==> src/rtl/fir_driver.sv <==
// Initiator for a 16-tap fir core: buffers a sample window, replays the wind/load/fire
// push sequence, and returns the captured fir result on a valid/ready port.
module fir_driver #(
    parameter int unsigned TAPS     = 16,
    parameter int unsigned DW       = 16,
    parameter int unsigned FIRE_LEN = 6,
    parameter int unsigned TIMEOUT  = 32
) (
    input  logic          clk,
    input  logic          rst,
    input  logic          w_wr,
    input  logic [3:0]    w_addr,
    input  logic [DW-1:0] w_data,
    input  logic          s_valid,
    input  logic [DW-1:0] s_data,
    output logic          s_ready,
    output logic          fir_wind,
    output logic          fir_load,
    output logic          fir_in_valid,
    output logic [DW-1:0] fir_data,
    input  logic          fir_out_valid,
    input  logic [DW-1:0] fir_out,
    output logic          res_valid,
    output logic [DW-1:0] res_data,
    input  logic          res_ready,
    output logic          busy,
    output logic          err
);

    localparam int unsigned CW = $clog2(TAPS);
    localparam int unsigned TW = $clog2(TIMEOUT + 1);

    typedef enum logic [2:0] {
        StCollect,
        StWind,
        StLoad,
        StGap,
        StFire,
        StWait,
        StHold
    } state_e;

    state_e        state_q, state_d;
    logic [CW-1:0] cnt_q, cnt_d;
    logic [TW-1:0] tmo_q, tmo_d;

    logic [DW-1:0] window_q [TAPS];
    logic [DW-1:0] weight_q [TAPS];

    logic          s_ready_q, s_ready_d;
    logic          busy_q, busy_d;
    logic          fir_wind_q, fir_wind_d;
    logic          fir_load_q, fir_load_d;
    logic          fir_in_valid_q, fir_in_valid_d;
    logic [DW-1:0] fir_data_q, fir_data_d;
    logic          res_valid_q, res_valid_d;
    logic [DW-1:0] res_data_q, res_data_d;
    logic          err_q, err_d;

    logic          accept;
    logic          w_en;

    assign accept = s_valid && s_ready_q;
    assign w_en   = w_wr && (state_q == StCollect);

    always_comb begin
        state_d     = state_q;
        cnt_d       = cnt_q;
        tmo_d       = tmo_q;
        res_valid_d = res_valid_q;
        res_data_d  = res_data_q;
        err_d       = err_q;
        unique case (state_q)
            StCollect: begin
                if (accept) begin
                    cnt_d = cnt_q + CW'(1);
                    if (cnt_q == CW'(TAPS - 1)) begin
                        state_d = StWind;
                        cnt_d   = '0;
                    end
                end
            end
            StWind: begin
                cnt_d = cnt_q + CW'(1);
                if (cnt_q == CW'(TAPS - 1)) begin
                    state_d = StLoad;
                    cnt_d   = '0;
                end
            end
            StLoad: begin
                cnt_d = cnt_q + CW'(1);
                if (cnt_q == CW'(TAPS - 1)) begin
                    state_d = StGap;
                    cnt_d   = '0;
                end
            end
            StGap: begin
                state_d = StFire;
                tmo_d   = '0;
            end
            StFire, StWait: begin
                // One counter both times the in_valid pulse and bounds the wait for a result.
                tmo_d = tmo_q + TW'(1);
                if (fir_out_valid) begin
                    res_valid_d = 1'b1;
                    res_data_d  = fir_out;
                    state_d     = StHold;
                end else if (tmo_q == TW'(TIMEOUT - 1)) begin
                    err_d   = 1'b1;
                    state_d = StCollect;
                    cnt_d   = '0;
                end else if (state_q == StFire && tmo_q == TW'(FIRE_LEN - 1)) begin
                    state_d = StWait;
                end
            end
            StHold: begin
                if (res_valid_q && res_ready) begin
                    res_valid_d = 1'b0;
                    state_d     = StCollect;
                    cnt_d       = '0;
                end
            end
            default: begin
                state_d = StCollect;
                cnt_d   = '0;
            end
        endcase
    end

    // Outputs are registered from the next state so they line up with state_q after each edge.
    always_comb begin
        s_ready_d      = 1'b0;
        busy_d         = 1'b1;
        fir_wind_d     = 1'b0;
        fir_load_d     = 1'b0;
        fir_in_valid_d = 1'b0;
        fir_data_d     = '0;
        unique case (state_d)
            StCollect: begin
                s_ready_d = 1'b1;
                busy_d    = 1'b0;
            end
            StWind: begin
                fir_wind_d = 1'b1;
                fir_data_d = window_q[cnt_d];
            end
            StLoad: begin
                fir_load_d = 1'b1;
                fir_data_d = weight_q[cnt_d];
            end
            StGap: begin
                fir_data_d = fir_data_q;
            end
            StFire: begin
                fir_in_valid_d = 1'b1;
            end
            default: begin
            end
        endcase
    end

    always_ff @(posedge clk or negedge rst) begin
        if (!rst) begin
            state_q        <= StCollect;
            cnt_q          <= '0;
            tmo_q          <= '0;
            s_ready_q      <= 1'b0;
            busy_q         <= 1'b0;
            fir_wind_q     <= 1'b0;
            fir_load_q     <= 1'b0;
            fir_in_valid_q <= 1'b0;
            fir_data_q     <= '0;
            res_valid_q    <= 1'b0;
            res_data_q     <= '0;
            err_q          <= 1'b0;
        end else begin
            state_q        <= state_d;
            cnt_q          <= cnt_d;
            tmo_q          <= tmo_d;
            s_ready_q      <= s_ready_d;
            busy_q         <= busy_d;
            fir_wind_q     <= fir_wind_d;
            fir_load_q     <= fir_load_d;
            fir_in_valid_q <= fir_in_valid_d;
            fir_data_q     <= fir_data_d;
            res_valid_q    <= res_valid_d;
            res_data_q     <= res_data_d;
            err_q          <= err_d;
        end
    end

    always_ff @(posedge clk or negedge rst) begin
        if (!rst) begin
            for (int i = 0; i < int'(TAPS); i++) begin
                window_q[i] <= '0;
                weight_q[i] <= '0;
            end
        end else begin
            if (accept) begin
                window_q[cnt_q] <= s_data;
            end
            if (w_en) begin
                weight_q[w_addr] <= w_data;
            end
        end
    end

    assign s_ready      = s_ready_q;
    assign busy         = busy_q;
    assign fir_wind     = fir_wind_q;
    assign fir_load     = fir_load_q;
    assign fir_in_valid = fir_in_valid_q;
    assign fir_data     = fir_data_q;
    assign res_valid    = res_valid_q;
    assign res_data     = res_data_q;
    assign err          = err_q;

endmodule

==> config.mk <==
export PLATFORM = sky130hd
export DESIGN_NAME = fir_driver
export DESIGN_NICKNAME = d
export VERILOG_FILES = /design/src/rtl/fir_driver.sv
export SDC_FILE = /design/constraint.sdc
export NUM_CORES = 1
export LEC_CHECK = 0
export ABC_AREA = 1
export CORE_ASPECT_RATIO = 1.4
export CORE_MARGIN = 10
export CORE_UTILIZATION = 35
export CTS_BUF_LIST = sky130_fd_sc_hd__clkbuf_16
export DETAILED_ROUTE_END_ITERATION = 10
export SLEW_MARGIN = 20
export SYNTH_ARGS = -nofsm -noshare
export SYNTH_HDL_FRONTEND = slang
export SYNTH_SLANG_ARGS = --single-unit
==> constraint.sdc <==
create_clock -name clk -period 6.4 [get_ports clk]
set_input_delay 1.28 -clock clk [delete_from_list [all_inputs] [get_ports clk]]
set_output_delay 1.28 -clock clk [all_outputs]
set_load 0.05 [all_outputs]
==> After elaboration in Yosys (flattened, before gate mapping) <==
Index checks and enable logic that the tools add are counted.
{ "totals": {"regBits": 564, "elab_cells": 122, "output_inout_bits": 39} }
{ "op_classes": {"mux": 37, "n_bitwise": 4, "eq_ne": 15, "addsub": 2, "magnitude_cmp": 5, "reduce_logical": 15} }
{ "ops": {"columns": ["cell", "count"], "rows": [
  ["$bwmux 256", 2],
  ["$bmux 16 s4", 2],
  ["$demux 16 s4", 2],
  ["$mux 16", 6],
  ["$pmux 16 s3", 1],
  ["$mux 3", 8],
  ["$mux 4", 5],
  ["$pmux 4 s5", 1],
  ["$pmux 3 s6", 1],
  ["$ge 5x5->1 const B", 3],
  ["$not 4->5", 3],
  ["$eq 3x2->1 const B", 4],
  ["$eq 3x3->1 const B", 4],
  ["$pmux 6 s2", 1],
  ["$lt 5x1->1 const B", 2],
  ["$mux 1", 7],
  ["$add 6x1->6 const B", 1],
  ["$eq 3x1->1 const B", 2],
  ["$eq 6x3->1 const B", 1],
  ["$eq 6x5->1 const B", 1],
  ["$logic_and 1x1->1", 6],
  ["$logic_not 3->1", 2],
  ["$reduce_and 3->1", 2],
  ["$add 4x1->4 const B", 1],
  ["other kinds (7)", 10]
]} }

==> Depth between registers and ports, before layout <==
{ "depth": {"ltp_word": 9, "mapped_depth": 16, "depth_no_buf": 14} }

==> Worst setup path before layout <==
Ideal clock, no wire load.
{ "synth_path": {"path_type": "input to register", "startpoint": "in s_valid", "endpoint": "reg fir_data_q[2], in the netlist fir_data[2]", "path_slack_ns": 3.595, "cell_stages": 13, "arrival_ns": 2.681, "cell_sequence": "nand2_1 -> nand2_1 -> nand3_1 -> a21oi_2 -> nand2_2 -> buf_4 -> buf_4 -> nand2_1 -> nand3_1 -> nand3_1 -> nand3_1 -> nand3_1 -> nand3_1"} }
{ "synth_via": {"elab_chain_len": 8, "word_cells_on_any_way": 16, "classes_between": "eq/ne: 3; mux: 11; bitwise: 1; reduce/logical: 1"} }
{ "synth_rtl": {"columns": ["element", "line", "rtl"], "rows": [
  ["start, declared", "14", "input logic s_valid,"],
  ["$logic_and 1x1->1 (*)", "63", "assign accept = s_valid && s_ready_q;"],
  ["$mux 4", "75", "if (accept) begin"],
  ["$pmux 4 s5", "73", "unique case (state_q)"],
  ["$not 4->5 (not written as such)", "145, 149", null],
  ["$bmux 16 s4 (on tied branches)", "149, 145", null],
  ["$mux 16 (on tied branches) (2 in a row)", "149, 145", null],
  ["$pmux 16 s3", "138", "unique case (state_d)"],
  ["end signal, assigned", "185", "fir_data_q <= fir_data_d;"],
  ["end, declared", "55", "logic [DW-1:0] fir_data_q, fir_data_d;"]
]} }
Mark *: on every way between the ends. The rest lies on a longest branch, timed or not. The select of a mux whose other input is x is not followed.
A chain may end at the register's enable or synchronous reset.

==> Final worst setup path <==
{ "layout_path": {"startpoint": "in fir_out_valid", "endpoint": "reg fir_data_q[5], in the netlist fir_data[5]"} }
{ "layout_via": {"elab_chain_len": 7, "word_cells_on_any_way": 15, "classes_between": "eq/ne: 3; mux: 11; bitwise: 1"} }
{ "layout_rtl": {"columns": ["element", "line", "rtl"], "rows": [
  ["start, declared", "21", "input logic fir_out_valid,"],
  ["$mux 4", "104", "if (fir_out_valid) begin"],
  ["$pmux 4 s5", "73", null],
  ["$not 4->5 (not written as such)", "145, 149", null],
  ["$bmux 16 s4 (on tied branches)", "149, 145", null],
  ["$mux 16 (on tied branches) (2 in a row)", "149, 145", null],
  ["$pmux 16 s3", "138", null]
]} }
Several ways; a longest one is shown, not always the timed one. The select of a mux whose other input is x is not followed.

==> flow_summary.ini <==
[placed_design]
place.gp.congestion = 0.7943
place_area_sq_um = 27410
dpl_worst_slack_ps = 1823
placed_cells = 4004
hpwl_um = 46900
io_buffers = 96

[setup_path]
cpPeakStageDelay_ps = 760
path_buf_inv = 5
worstSetupStartpoint = fir_out_valid
crit_cells = 13
crit_chain = clkdlybuf4s50_1, inv_1, nand3_1, nand2_1, nand3_2, inv_2, o22ai_4, clkinv_2, buf_4, nand3_1, nand3_1, nand3_1, nand3_1
worstSetupStartpointType = input pin
slowest_stage = clkinv_2
r2r_cells = 14
cp.required_ps = 6890
cp_max_fo = 41
r2r_start = tmo_q[0]$_DFFE_PN0P_
crit_family = buffers and inverters
crit_arrival_ps = 4430
crit_type = input pin to flip-flop
end_kind = flip-flop
path_common_cell = nand3_1

[sta]
finalHoldViolations = 0
fin_crit_sh_pct = 61.50
fin_crit_ps = 3936
setup_ws_ps = 2464
slew_violations = 0
worst_slew_margin_rel_pct = 13.81
max_freq_mhz = 254.0
worst_pin_slew_ps = 1293
finalSetupViolations = 0
rsz0062_at_grt = false
tns_ps = 0
skew_ps = 12.97

[finish]
final_cells = 4111
regArea_sq_um = 14110
final_net_count = 3176
finish.instance_area_sq_um = 29190
drive_gt1_share_pct = 5.351
fill_cells = 7508
synthToLayoutAreaGrowth_pct = 13.02
multi_input_area_sq_um = 10290

[power]
powerDensity_nw_per_um2 = 630.0
p_total_uw = 18390
vdd_drop_max_mv = 0.8394
leakagePower_uw = 0.01327

[yosys]
synthTopCellsByArea = dfrtp_1 (55%), nand3_1 (14%), nand2_1 (11%)
synth_cell_types = 37
synth_area_sq_um = 25820
synth.most_common_cell = nand2_1
synth_ff_type = dfrtp_1
ys_ff_latch = 564
yosysWarnings = 0
yosysTopAreaCell = dfrtp_1
syn_avg_cell_area_sq_um = 8.165
synth_top_area_share_pct = 54.65
ys_seq_area_share_pct = 54.65
synthTopCellsByCount = nand2_1 (782), nand3_1 (711), dfrtp_1 (564), o21ai_0 (365), nor2_1 (186)
synth_cells = 3163
synth.net_count = 3227
async_flop_share_pct = 100.0
synth_edf_count = 0

[grt]
grt_pass1_wl_um = 127400
grt_max_degree = 213
grt_pass1_vias = 20820
grt_usage_pct = 18.70
grt_overflow_total = 0
antenna_found_initial = 1

[clocking]
post-cts-setup-buffer-count = 0
clock_latency_ps = 620
cts-root-buf = clkbuf_16
cts_tree = yes
clkTransAtPathRegs_ps = 60
cts.path.max_buffers = 3
cts.sinks = 564
cts_resized = 0
cts_hold_buffers = 0
cts_buffers = 58
htreeDepth = 2

[floorplanning]
initial_core_util_pct = 35.42
die_h_um = 341.4
ioPinCount = 97
die_x_um = 249.6
rows = 117
dieArea_sq_um = 85200
core-area_sq_um = 72900

[route]
drc = 0
vias = 21650
drt_iter0_drc = 2301
avgRoutedWirePerCell_um = 19.87
dr.pass1.iters = 7
ant_nets = 0
wl_um = 81670
avgViaCountPerCell = 5.266

[run_status]
status = completed

[worst_hold_path]
holdPathStages = 2
hold_class = flip-flop to flip-flop
hold_start = res_data[3]$_DFFE_PN0P_

[job]
drv_cap = 0
-- cell families after synthesis --
family          after synthesis  share of synthesized area, %
fa+ha+maj                     6                        0.2907
simple gates               1704                         28.64
buf+inv                     357                         5.950
compound gates              532                         10.47
flops                       564                         54.65
-- worst register-to-register path, stage by stage (launching register included) --
cell	delay, ps
dfrtp_1	420
ha_1	230
nand2_1	120
nor2_1	80
nand3_1	100
nand2_1	150
nand3_2	160
inv_2	80
o22ai_4	110
clkinv_2	760
buf_4	590
nand3_1	150
nand3_1	80
nand3_1	270
nand3_1	100
-- flip-flops by register name, indices dropped and copies added, names as in the netlist --
name,count
fir_load,1
busy,1
weight_q,256
state_q,3
err,1
fir_in_valid,1
res_data,16
window_q,256
tmo_q,6
s_ready,1
fir_wind,1
cnt_q,4
res_valid,1
fir_data,16
-- final timing paths --
kind / endpoint / slack (ps)
setup / recovery: fir_data[5]$_DFFE_PN0P_ / 2460
hold / removal: res_data[3]$_DFFE_PN0P_ / 470
setup reg to reg: fir_data[5]$_DFFE_PN0P_ / 2890
max in group asynchronous: weight_q[224]$_DFFE_PN0P_ / 4500
min in group asynchronous: fir_data[7]$_DFFE_PN0P_ / 600
hold reg to reg: res_data[3]$_DFFE_PN0P_ / 470
-- stage by stage --
step / util (%) / hold WS (ps)
after floorplan: - / 444.4
after global routing: 40.04 / 491.1
after detailed placement: 37.60 / 457.3
after CTS: 40.03 / 472.3
after global placement: 37.60 / 454.1
final: 40.04 / 471.3
-- metal layers --
layer | track usage (%) | wire (um)
met2 | 32.76 | 41190
met4 | 5.894 | 2214
met5 | 0 | 0
met3 | 2.148 | 4070
met1 | 23.68 | 34190
-- report_power, final --
group / internal, uW / switching, uW / leakage (uW)
Sequential: 5210 / 916 / 0.00704
Combinational: 2900 / 6160 / 0.00528
Clock: 1780 / 1420 / 0.000947
Total: 9890 / 8490 / 0.0133
-- layout by cell type, fill, tap and decap left out, types with 3 or more instances in the layout --
master / count
inv_2: 8
nor2_1: 181
clkdlybuf4s50_1: 95
clkinv_2: 14
nor4_2: 3
buf_4: 46
nand3_1: 711
inv_1: 104
ha_1: 6
a21oi_1: 153
clkinv_1: 12
clkbuf_16: 61
dfrtp_1: 564
nand3b_1: 5
nand2_1: 781
nor2_2: 8
o21ai_0: 365
nor3_1: 4
buf_12: 7
-- area by class of cell --
class / count / share of cell area (%)
sequential: 564 / 48.35
antenna: 1 / 0.008573
inverter: 97 / 1.252
clock buffer: 61 / 5.230
clock inverter: 45 / 0.8488
multi-input combinational: 2242 / 35.25
tap: 952 / 4.081
timing repair buffer: 149 / 4.973
No activity file was read; power rests on OpenSTA's default activity.
